[config.mk]
export PLATFORM = sky130hd
export DESIGN_NAME = beat_period_meter
export DESIGN_NICKNAME = d
export VERILOG_FILES = /design/src/rtl/beat_period_meter.sv
export SDC_FILE = /design/constraint.sdc
export NUM_CORES = 1
export LEC_CHECK = 0
export ABC_AREA = 1
export CORE_MARGIN = 3
export CORE_UTILIZATION = 40
export CTS_BUF_LIST = sky130_fd_sc_hd__clkbuf_16
export DETAILED_ROUTE_END_ITERATION = 10
export DONT_BUFFER_PORTS = 1
export SYNTH_ARGS = -nofsm -noshare
export SYNTH_HDL_FRONTEND = slang
export SYNTH_SLANG_ARGS = --single-unit
[constraint.sdc]
create_clock -name clk_in -period 1.4 [get_ports clk_in]
set_input_delay 0.21 -clock clk_in [delete_from_list [all_inputs] [get_ports clk_in]]
set_output_delay 0.21 -clock clk_in [all_outputs]
set_load 0.03 [all_outputs]
[src/rtl/beat_period_meter.sv]
// Measures the clk_in-cycle period between successive rising edges of an asynchronous input,
// rejecting edges that come too early and flagging loss of signal after MAX_PERIOD cycles.
module beat_period_meter #(
  parameter int unsigned WIDTH      = 32,
  parameter int unsigned MIN_PERIOD = 16_250_000,
  parameter int unsigned MAX_PERIOD = 195_000_000
) (
  input  logic             clk_in,
  input  logic             reset,
  input  logic             sig_in,
  output logic [WIDTH-1:0] period_out,
  output logic             period_valid,
  output logic             edge_rejected,
  output logic             timeout,
  output logic             locked,
  output logic [15:0]      beat_count
);

  localparam logic [WIDTH-1:0] MinCnt = WIDTH'(MIN_PERIOD);
  localparam logic [WIDTH-1:0] MaxCnt = WIDTH'(MAX_PERIOD);

  typedef enum logic [0:0] {StIdle, StMeasure} state_e;

  state_e           state_q, state_d;
  logic [2:0]       sync_q, sync_d;
  logic [WIDTH-1:0] cnt_q, cnt_d;
  logic [WIDTH-1:0] period_q, period_d;
  logic             valid_q, valid_d;
  logic             rej_q, rej_d;
  logic             to_q, to_d;
  logic             locked_q, locked_d;
  logic [15:0]      beat_q, beat_d;
  logic             rise;

  // sync_q[0..1] is the two-flop synchronizer, sync_q[2] the history flop for edge detect
  assign sync_d = {sync_q[1:0], sig_in};
  assign rise   = sync_q[1] & ~sync_q[2];

  always_comb begin
    state_d  = state_q;
    cnt_d    = cnt_q;
    period_d = period_q;
    locked_d = locked_q;
    beat_d   = beat_q;
    valid_d  = 1'b0;
    rej_d    = 1'b0;
    to_d     = 1'b0;
    case (state_q)
      StIdle: begin
        cnt_d    = '0;
        locked_d = 1'b0;
        if (rise) begin
          state_d = StMeasure;
          cnt_d   = WIDTH'(1);
        end
      end
      StMeasure: begin
        // A rise at exactly MAX_PERIOD wins over the timeout
        if (rise && (cnt_q >= MinCnt)) begin
          period_d = cnt_q;
          cnt_d    = WIDTH'(1);
          locked_d = 1'b1;
          beat_d   = beat_q + 16'd1;
          valid_d  = 1'b1;
        end else if (rise) begin
          rej_d = 1'b1;
          cnt_d = cnt_q + WIDTH'(1);
        end else if (cnt_q == MaxCnt) begin
          to_d     = 1'b1;
          locked_d = 1'b0;
          state_d  = StIdle;
          cnt_d    = '0;
        end else begin
          cnt_d = cnt_q + WIDTH'(1);
        end
      end
      default: begin
        state_d = StIdle;
        cnt_d   = '0;
      end
    endcase
  end

  always_ff @(posedge clk_in or negedge reset) begin
    if (!reset) begin
      state_q  <= StIdle;
      sync_q   <= '0;
      cnt_q    <= '0;
      period_q <= '0;
      valid_q  <= 1'b0;
      rej_q    <= 1'b0;
      to_q     <= 1'b0;
      locked_q <= 1'b0;
      beat_q   <= '0;
    end else begin
      state_q  <= state_d;
      sync_q   <= sync_d;
      cnt_q    <= cnt_d;
      period_q <= period_d;
      valid_q  <= valid_d;
      rej_q    <= rej_d;
      to_q     <= to_d;
      locked_q <= locked_d;
      beat_q   <= beat_d;
    end
  end

  assign period_out    = period_q;
  assign period_valid  = valid_q;
  assign edge_rejected = rej_q;
  assign timeout       = to_q;
  assign locked        = locked_q;
  assign beat_count    = beat_q;

endmodule

======== Word-level counts from Yosys, hierarchy flattened ========
Index checks and enable logic that the tools add are counted.
storage, ports and cells
  logic and storage cells ................. 43
  memories kept ........................... 0
  output and inout port bits .............. 52
  latch bits .............................. 0
  bits in writable memories ............... 0
  bits in read-only memories .............. 0
  input port bits ......................... 3
  register bits after elaboration ......... 88
cells by class
  divide/modulo/power cells ............... 0
  bitwise gates (word level) .............. 3
  $add $sub $neg .......................... 2
  equal/unequal tests ..................... 3
  muxes and demuxes ....................... 22
  shift operators ......................... 0
  $lt $le $gt $ge ......................... 1
  reduce and logical (&&, ||, !) cells .... 3
  multiply operators ...................... 0
operator list
  cell                     number
  $mux W32                 3
  $pmux W32 S2             1
  $add A32 B1 Y32 const B  1
  $eq A32 B28 Y1 const B   1
  $ge A32 B24 Y1 const B   1
  $add A16 B1 Y16 const B  1
  $mux W1                  16
  $pmux W1 S2              2
  $reduce_and A2 Y1        2
  $ne A3 B1 Y1 const B     1
  $ne A3 B2 Y1 const B     1
  $not A1 Y1               2
  $and A1 B1 Y1            1
  $logic_and A1 B1 Y1      1

======== Logic depth before layout (Yosys ltp) ========
  depth after elaboration ................. 5
  gate-level depth with buffers ........... 11
  gate-level depth less buffers ........... 10

======== Worst setup path before layout ========
No wires, ideal clock.
  kind .................................... register to register
  start point ............................. reg beat_q[0] (netlist: beat_count[0])
  end point ............................... reg beat_q[12] (netlist: beat_count[12])
  data required time ...................... 1.283 ns
  path slack .............................. -0.114 ns
  period minus slack after synthesis ...... 1.514 ns
  path buffers ............................ 0
  library setup time ...................... 0.117 ns
  stages on the path, launching flop included .. 8
  data arrival time ....................... 1.397 ns
  path through ............................ dfrtp_1 -> ha_1 -> inv_1 -> nor2_1 -> nand3_1 -> xor2_1 -> nand2_1 -> nand2_1
between the ends
  cells in the longest elaborated chain, start to end .. 1
RTL lines
  what                    RTL line  RTL
  start, declared         32        logic [15:0] beat_q, beat_d;
  start signal, assigned  104       beat_q <= beat_d;
  $add A16 B1 Y16         63        beat_d = beat_q + 16'd1;
Every way passes these cells.
A chain may end at the register's enable or synchronous reset.

======== Worst setup path in the final report ========
  start point ............................. reg cnt_q[4]
  end point ............................... reg cnt_q[9]
between the ends
  cells in the longest elaborated chain, start to end .. 5
  elaborated cells between the ends (all ways) .. 8
  those cells by class .................... 1 x add/sub; 1 x order compare; 1 x eq/ne; 4 x mux; 1 x reduce/logical
RTL lines
  what                                                      RTL line    RTL
  start, declared                                           26          logic [WIDTH-1:0] cnt_q, cnt_d;
  start signal, assigned                                    98          cnt_q <= cnt_d;
  $add A32 B1 Y32 / $eq A32 B28 Y1 (equally long branches)  67, 74, 68
  $mux W32                                                  68          end else if (cnt_q == MaxCnt) begin
  $mux W32                                                  65          end else if (rise) begin
  $mux W32 (*)                                              59          if (rise && (cnt_q >= MinCnt)) begin
  $pmux W32 S2 (*)                                          48          case (state_q)
  net cnt_d[9]                                              26
The timed path passes the listed nets; every way through them passes the cells marked *.

==> impl_results.md <==
* Core footprint at 11,080 µm²
* Post-Syn Area at between 4000 and 5000 µm²
* R2r setup slk at -0.30 ns
* R2R depth at 10
* CP arrival at roughly 1.9 ns
* Unique cell type count in the Yosys netlist at 23
* Crit path depth at 10
* CTS H-tree lvls at 3
* Tot GR Track Use at 20.44%
* CTS clk-pin slew, worst paths at approximately 0.060 ns
* Hold_buf cts at 1
* Failing checks: hold timing, setup timing
* Worst r2r dst: cnt_q[9]
* Via count at between 4,000 and 5,000
* Worst setup EP type: register
* M3 GR Usage at under 10%
* Yosys reg bits at between 80 and 90
* CP startpoint: cnt_q[4]
* DIE HEIGHT at between 100 and 150 µm
* Most frequent cells in the layout: nand2_1 (131), buf_4 (123), dfrtp_1 (84)
* Final min period at approximately 1.7 ns
* Post-route cell area at ~6700 µm²
* DRC errors left at 0
* Total power at a little under 0.006 W
* CP required at approximately 1.6 ns
* Place WS at -0.2985 ns
* Detailed Place HPWL at 8632 µm
* Worst skew pair latency at approximately 0.35 ns
* Starting Density at between 40% and 50%
* Post-synth net total at ~570
* Fin nets at 706
* Max Slew Vio Count at 0
* Wire per inst at approximately 15 µm
* Synthesized area per cell at approximately 8.3 µm²
* Area Overhead vs Synth at 44.24%
* Share of post-route cells with drive strength above 1 at between 40% and 50%
* DR pass1 iterations at 4
* GRT Max-Usage Layer: met2
* Total grt overflow at 0
* Worst flop-to-flop path startpoint: cnt_q[4]
* Post-Syn Instances at 560
* Total CTS buffers at 9
* Root buf cell: clkbuf_16
* Cell leakage power at ~3 nW
* Vias per cell at 4.832
* Total Wirelength at around 13,000 µm
* Largest net degree at the start of global routing at about 90
* Most common cell after layout, fill and taps aside: nand2_1
* Hold Vio Cnt, Final at 88
* Crit path top cell by count: nor2_2
* DIE AREA at 12,950 µm²
* Skew final at 0.008321 ns
* Met1 Use GR at between 20% and 30%
* Bufs on Longest Clock Path at 2
* PnR worst setup slack at -0.2992 ns
* WP buf/inv at 2
* TritonCTS clock tree: yes
* Gpl congestion at between 0.9 and 1
* Cell Rows at 38
* Ys Warns at 0
* Relative slew slack at between 70% and 80%
* Seq/Total Area, Yosys at between 40% and 50%
* CP Launch Type: register
* Ports at 55
* Antenna Cells at 0
* Initial antenna violation count at 0
* Fmax at about 590 MHz
* Delay-heaviest family, CP: simple AND/OR/NAND/NOR gates
* Vias in the first global route at about 4,100
* TritonCTS Sinks at 88
* Final ANT Viol Nets at 0
* Final Util at between 60% and 70%
* Cell Area, Placed at around 5600 µm²
* Final setup fails at 82
* Slowest stage delay, CP at between 0.4 and 0.5 ns
* Initial DRC Count at around 270
* Least-Margin Pin Slew at 0.4190 ns
* Unrepaired setup endpoints after global routing: true
* Fin crit share at 121.4%
* Worst-path fanout max at 5
* Critical path type: reg -> reg
* Number of max-cap violations at 0
* Die width at ~110 µm
* VDD IR max at about 860 µV
* Hold_ws at -0.4379 ns
* CP cell instances: nor2_2 -> nand2_1 -> nor2_1 -> nand3_1 -> nor2_2 -> nor2_4 -> nand2_8 -> buf_12 -> buf_16 -> nor2_2
* GR Util met2 at between 30 and 40%
* Power per cell area at between 800 and 900 nW/µm²
* Port Buf Inserts at 0
* Worst min-delay path category: in -> async
* Crit-path slowest cell: dfrtp_1
* Status: finished, violations left
* Global-route wire length before repair at 20,600 µm
==> cells by family after synthesis <==
kind of cell	count (synthesis)	synth area share [%]
AOI/OAI and AO/OA	35	6.351
xor gates and xnor gates	34	6.405
adders and majority gates	3	0.8074
buffers and inverters	65	7.939
DFF	88	47.36
and+or+nand+nor	335	31.14
==> worst max path at each step <==
| stage | to |
|---|---|
| after global placement | cnt_q[10] |
| after global routing | cnt_q[15] |
| after CTS | cnt_q[5] |
| final | cnt_q[9] |
| after floorplan | beat_count[14] |
| after detailed placement | period_out[9] |
==> what timing repair did <==
action | 4_1_cts | 5_1_grt
gates cloned | 6 | 1
setup buffers | 20 | 7
resized for setup | 90 | 64
endpoints found under the hold margin | 89 | 88
pin swaps | 4 | 20
setup endpoints to repair | 83 | 83
==> per-stage QoR <==
stage	instances	setup TNS (ns)
detailed placement	799	-22.26
global route	844	-29.40
finish	844	-19.89
global placement	799	-20.38
CTS	840	-15.32
floorplan	560	-3.712
==> sequential cells by signal, indices dropped and copies added, names as in the netlist <==
| name | flops |
|---|---|
| timeout | 1 |
| period_valid | 1 |
| locked | 1 |
| edge_rejected | 1 |
| sync_q | 3 |
| cnt_q | 32 |
| state_q | 1 |
| beat_count | 16 |
| period_out | 32 |
==> layout make-up <==
class	instances	area, µm²
inverter	52	202.7
multi-input combinational	407	2567
fill	938	4372
timing repair buffer	142	1275
sequential	88	2207
clock inverter	6	53.80
tap	140	175.2
clock buffer	9	225.2
==> power by group <==
part | internal [W] | switching [W]
Sequential | 0.00262 | 0.0000696
Combinational | 0.000419 | 0.000408
Clock | 0.00135 | 0.000981
Total | 0.00439 | 0.00146
==> cell usage after synthesis, drive strengths merged <==
cell	count	area share, %
nor2	96	8.0
ha	3	0.81
nand4	5	0.67
xor2	25	4.7
o21ai	35	6.4
nor3	17	2.1
inv	52	4.2
nand2	191	17
dfrtp	88	47
nand3	26	3.2
xnor2	9	1.7
buf	13	3.7
==> routing by layer <==
metal | vias up | share of wire, %
li1 | 2013 | -
met1 | 1944 | 42
met2 | 100 | 51
met3 | 21 | 5.3
met4 | 0 | 2.3
met5 | - | 0
No activity file was read; power rests on OpenSTA's default activity.
